[config.mk]
export PLATFORM = sky130hd
export DESIGN_NAME = fetch_buffer
export DESIGN_NICKNAME = d
export VERILOG_FILES = /design/src/rtl/fetch_buffer.sv
export SDC_FILE = /design/constraint.sdc
export NUM_CORES = 1
export LEC_CHECK = 0
export ABC_CLOCK_PERIOD_IN_PS = 8100
export BUFFER_PORTS_ARGS = -buffer_cell sky130_fd_sc_hd__buf_2
export CELL_PAD_IN_SITES_DETAIL_PLACEMENT = 1
export CELL_PAD_IN_SITES_GLOBAL_PLACEMENT = 1
export CORE_MARGIN = 2
export CORE_UTILIZATION = 24
export DETAILED_ROUTE_END_ITERATION = 10
export HOLD_SLACK_MARGIN = 0.1
export PLACE_DENSITY_LB_ADDON = 0.1
export SLEW_MARGIN = 0
export SYNTH_ARGS = -nofsm -noshare
export SYNTH_HDL_FRONTEND = slang
export SYNTH_SLANG_ARGS = --single-unit
[constraint.sdc]
create_clock -name clk -period 8.1 [get_ports clk]
set_input_delay 2.025 -clock clk [delete_from_list [all_inputs] [get_ports clk]]
set_output_delay 2.025 -clock clk [all_outputs]
set_load 0.01 [all_outputs]
[src/rtl/fetch_buffer.sv]
// Fetch buffer: in-order FIFO of {pc, instr} pairs between fetch and decode.
// Optional zero-latency empty bypass is enabled by defining FETCH_BUF_BYPASS_EN.
module fetch_buffer #(
   parameter int DEPTH = 4,
   parameter int AW    = 2
) (
   input  logic          clk,
   input  logic          reset,
   input  logic          flush,
   input  logic          in_valid,
   output logic          in_ready,
   input  logic [31:0]   in_pc,
   input  logic [31:0]   in_instr,
   output logic          out_valid,
   input  logic          out_ready,
   output logic [31:0]   out_pc,
   output logic [31:0]   out_instr,
   output logic [AW:0]   count
);

   typedef struct packed {
      logic [31:0] pc;
      logic [31:0] instr;
   } entry_t;

   localparam logic [AW:0] FULL = (AW+1)'(DEPTH);

   entry_t        mem [DEPTH];
   logic [AW-1:0] wr_ptr, rd_ptr;
   logic [AW:0]   count_q;
   logic          empty, full;
   logic          bypass, store, pop;
   entry_t        head;

   assign empty    = (count_q == '0);
   assign full     = (count_q == FULL);
   assign in_ready = ~full;
   assign count    = count_q;

`ifdef FETCH_BUF_BYPASS_EN
   // Empty buffer: present the incoming pair directly; it is only stored if decode stalls.
   assign bypass = empty & in_valid & ~flush & ~reset;
   assign store  = in_valid & ~full & ~flush & ~(bypass & out_ready);
`else
   assign bypass = 1'b0;
   assign store  = in_valid & ~full & ~flush;
`endif

   assign pop       = ~empty & out_ready & ~flush;
   assign out_valid = ~empty | bypass;

   always_comb begin
      head = '0;
      if (!empty)
         head = mem[rd_ptr];
      else if (bypass)
         head = '{pc: in_pc, instr: in_instr};
   end

   assign out_pc    = head.pc;
   assign out_instr = head.instr;

   // Storage is not reset; occupancy alone decides what is visible.
   always_ff @(posedge clk) begin
      if (store)
         mem[wr_ptr] <= '{pc: in_pc, instr: in_instr};
   end

   always_ff @(posedge clk or posedge reset) begin
      if (reset) begin
         wr_ptr  <= '0;
         rd_ptr  <= '0;
         count_q <= '0;
      end else if (flush) begin
         wr_ptr  <= '0;
         rd_ptr  <= '0;
         count_q <= '0;
      end else begin
         if (store)
            wr_ptr <= AW'(wr_ptr + 1'b1);
         if (pop)
            rd_ptr <= AW'(rd_ptr + 1'b1);
         case ({store, pop})
            2'b10:   count_q <= count_q + 1'b1;
            2'b01:   count_q <= count_q - 1'b1;
            default: count_q <= count_q;
         endcase
      end
   end

endmodule

Yosys cells after proc, flatten, opt, wreduce, memory -nomap -nowiden
Memory sizes are Yosys's and may differ from the RTL's.
Cells that the tools add are included.
- RAM bits: 256
- memories: 1
- input port bits: 69
- output and inout bits: 69
- flip-flop bits (word level): 7
- word-level logic and storage cells: 31
- memory list (name ; depth ; bits a word ; rd ports ; clocked after memory_dff ; wr ports ; line ; source):
    mem ; 4 ; 64 ; 1 ; 0 ; 1 ; 28 ; entry_t mem [DEPTH];
- reduce and logical (&&, ||, !) cells: 4
- multiplexer cells: 9
- bitwise gates (word level): 7
- eq/ne operators: 3
- $add $sub $neg: 4
- operators by type and width (kind ; number):
    $mux W64 ; 1
    $mux W2 ; 4
    $pmux W3 S2 ; 1
    $add A2 B1 Y2 const B ; 2
    $and A1 B1 Y1 ; 4
    $reduce_bool A2 Y1 ; 2
    $add A3 B1 Y3 const B ; 1
    $eq A3 B3 Y1 const B ; 1
    $logic_not A3 Y1 ; 1
    $mux W3 ; 1
    $not A1 Y1 ; 3
    $reduce_bool A3 Y1 ; 1
    $sub A3 B1 Y3 const B ; 1
    $eq A2 B1 Y1 const B ; 1
    $eq A2 B2 Y1 const B ; 1
    $mux W1 ; 2

Logic depth before layout (Yosys ltp)
- word-level depth: 7
- depth in mapped cells: 7
- depth with buffers taken out: 6

Worst setup path before layout
OpenSTA, ideal clock, no wires.
- path kind: input to register
- start point: input port in_valid
- end point: memory mem[0][0] in the netlist's numbering (enable)
- required time: 7.671 ns
- library setup time: 0.429 ns
- stages on the path: 4
- path buffers: 1
- setup slack: 3.485 ns
- arrival time: 4.186 ns
- path through: clkbuf_1 > inv_1 > nor3_1 > and2_1
- cells in the longest elaborated chain, start to end: 4
- ends and longest elaborated chain (element ; line ; source):
    start, declared ; 10 ; input logic in_valid,
    $and A1 B1 Y1 (2 in a row) ; 46 ; assign store = in_valid & ~full & ~flush;
    $mux W1 ; 65 ; if (store)
    $mux W1 (not written as such) ; 66 ; mem[wr_ptr] <= '{pc: in_pc, instr: in_instr};
    end, declared ; 28 ;
Every way passes these cells.

Final worst setup path
- start point: register rd_ptr[0]
- end point: output port out_instr[28]
- cells in the longest elaborated chain, start to end: 2
- ends and longest elaborated chain (element ; line ; source):
    start, declared ; 29 ; logic [AW-1:0] wr_ptr, rd_ptr;
    start signal, assigned ; 82 ; rd_ptr <= AW'(rd_ptr + 1'b1);
    $mem_v2 Z4 W64 ; - ;
    $mux W64 ; 54 ; if (!empty)
    end, declared ; 17 ; output logic [31:0] out_instr,
Every way passes these cells.

==> run summary <==
Pwr Total: 3.215 mW
Area of the core: 41950 um^2
Wire length per cell: 20.44 um
Vias in the first global route: 5772
Initial Utilization: 0.2435
Post-Synthesis Cells: 470
Crit Path Max Fanout: 39
Simple-gate share of the synthesized area: 0.05108
Xor/xnor share of the synthesized area: 0.002573
Avg Cell Area, Syn: 21.73 um^2
Via Count: 4980
CTS max path bufs: 3
Period utilisation layout: 0.6371
Area share of fa/ha/maj cells after synthesis: 0.006860
Share of cells above drive strength 1: 0.4038
Die Span Y: 210.3 um
Top cell family by delay on the critical path: flip-flops
Hold_buf cts: 0
Fmax: 0.1938 GHz
Final setup TNS: 0 ns
Startpoint Class: register
Later-pin clock latency in the skew report: 0.55 ns
Die width: 210.3 um
Leading cell type in the layout, fill and taps excluded: edfxtp_1
Grt total ovfl: 0
Status: completed
Mux cell area share after synthesis: 0.1422
Wire length of the first global-routing pass: 36280 um
H-Tree Depth: 1
Cell Area, Synth: 10210 um^2
CP Buf/Inv Count: 2
Post-DP HPWL: 13410 um
Unrepaired setup endpoints after global routing: no
Syn Nets: 544
Power Density: 258.1 nW/um^2
FP Rows: 75
Router iterations before antenna repair: 4
CP endpoint kind: output pin
Largest net degree at the start of global routing: 66
Seq cells post-synth: 263
Area contributors post-synth: edfxtp_1 75%, mux4_2 14%, and2_1 4.2%, dfrtp_1 1.7%, buf_6 0.55%
Iteration-0 DRC Markers: 154
Max capacitance violation total: 0
Fillers: 4250
Synth warn: 0
Post-CTS sizing: 0
Complex-gate fraction of the synthesized area: 0.009433
Peak supply drop: 0.1228 mV
PortBufs: 137
TritonCTS buffer count: 29
Slew headroom: 0.2372
# nets final: 692
Register area share after synthesis: 0.7698
Cell taking the most area after synthesis: edfxtp_1
Critical path required time: 6.08 ns
CTS Sinks: 263
I/O pin count: 138
Total track usage: 0.1100
CP max stage delay: 1.00 ns
Minimum clock period: 5.161 ns
Slew Viols, Final: 0
Yosys cell types: 35
CTS tree: built
Routability cong.: 0.6726
Final Hold Viols: 0
Setup Skew: 0.01091 ns
Vias/cell: 4.220
Routed WL: 24120 um
Final setup viols: 0
Crit path kind: reg2out
Worst hold path class: reg2reg
Fin Hold WS: 0.6397 ns
Share of the synthesized area in the top cell type: 0.7527
Least-Margin Pin Slew: 1.144 ns
DIE AREA: 44220 um^2
Area delta synth->final: 21.94%
Crit-path cells: buf_4 -> mux4_2 -> and2_1 -> buf_2
Setup repair bufs after CTS: 0
Leakage: 4.189 nW
CTS Root Cell: clkbuf_16
DR DRC count: 0
Crit path DAT: 3.14 ns
CP max stage cell: dfrtp_4
Initial antenna violation count: 3
Commonest non-fill, non-tap cells in the layout: 256 x edfxtp_1, 137 x buf_2, 64 x mux4_2, 64 x and2_1, 29 x clkbuf_16
DRT antenna net count: 0
Largest family of logic cells by synthesized area: multiplexers
Reg clk slew, reported paths: 0.06 ns
## worst register-to-register path, cell delays in order (launching register included)
cell and delay, ns:
dfrtp_1 0.59, nor3b_1 0.16, nor3_1 0.38, and2_4 0.29, buf_4 0.80
## flip-flops by register name, indices dropped and copies added, names as in the netlist
register and count:
mem 256, count 3, rd_ptr 2, wr_ptr 2
## per-layer routing
layer	track usage	vias up	share of wire
met5	0	-	0.00050
met4	0.03350	2	0.021
met3	0.02175	34	0.045
met2	0.1953	92	0.51
met1	0.1350	2650	0.42
li1	-	2202	-
## cell families after synthesis
| logic type | after synthesis |
|---|---|
| AO/OA/AOI/OAI | 14 |
| adder cells (fa/ha/maj) | 5 |
| flip-flops | 263 |
| AND/OR/NAND/NOR | 87 |
| buffers and inverters | 33 |
| multiplexers | 65 |
| XOR/XNOR | 3 |
## through the flow
| step | utilization | setup WS [ns] | std cells | cell area, um^2 |
|---|---|---|---|---|
| finish | 0.2969 | 2.940 | 1180 | 12450 |
| global route | 0.2968 | 2.603 | 1178 | 12450 |
| CTS | 0.2968 | 2.721 | 1178 | 12450 |
| detailed placement | 0.2737 | 3.338 | 1126 | 11480 |
| global placement | 0.2737 | 3.349 | 1126 | 11480 |
| floorplan | - | 3.485 | 470 | 10210 |
## where the power goes
| group | internal [mW] | leakage [nW] | total (mW) | switching, mW |
|---|---|---|---|---|
| clock network | 0.814 | 0.467 | 1.34 | 0.529 |
| logic | 0.144 | 1.31 | 0.305 | 0.160 |
| registers | 1.53 | 2.42 | 1.57 | 0.0340 |
| total | 2.49 | 4.19 | 3.22 | 0.723 |
## synth_stat cells
cell type    n
a211oi_1     1
nor3b_1      1
nor3_1       2
edfxtp_1   256
buf_6        5
a31oi_1      1
or2_2        1
nand3_1      4
or4_1        1
ha_1         4
nand2b_1     2
clkbuf_1     6
inv_1        7
clkbuf_2     3
buf_1        1
and2_1      68
dfrtp_1      7
nor2_1       5
mux2_2       1
o2111ai_1    2
o31ai_1      1
o311ai_0     1
o21bai_1     1
mux4_2      64
a21oi_1      3
o21a_1       1
nand2_1      2
o21ai_0      2
buf_2        9
or3_1        1
xor2_1       2
xnor2_1      1
fa_1         1
buf_4        2
o221ai_1     1
## final cells by class
type                            count  area [um^2]  area share
Clock buffer                       33        740.7     0.05947
Timing Repair Buffer              143        730.7     0.05867
Tap cell                          539        674.4     0.05415
Antenna cell                        2        5.005   0.0004018
Multi-Input combinational cell    174         2178      0.1749
Inverter                            7        26.28    0.002110
Clock inverter                     19        229.0     0.01838
Sequential cell                   263         7870      0.6319
## final timing paths
path                            from       endpoint  slack (ns)  cells after the start
min in group asynchronous      reset       count[2]        1.41                      2
max                        rd_ptr[0]  out_instr[28]        2.94                      4
min                        wr_ptr[0]      wr_ptr[0]        0.64                      2
max in group asynchronous      reset      rd_ptr[0]        6.43                      2
min reg2reg                wr_ptr[0]      wr_ptr[0]        0.64                      2
max reg2reg                 count[0]     mem[2][40]        5.43                      4
No activity file was read; power rests on OpenSTA's default activity.
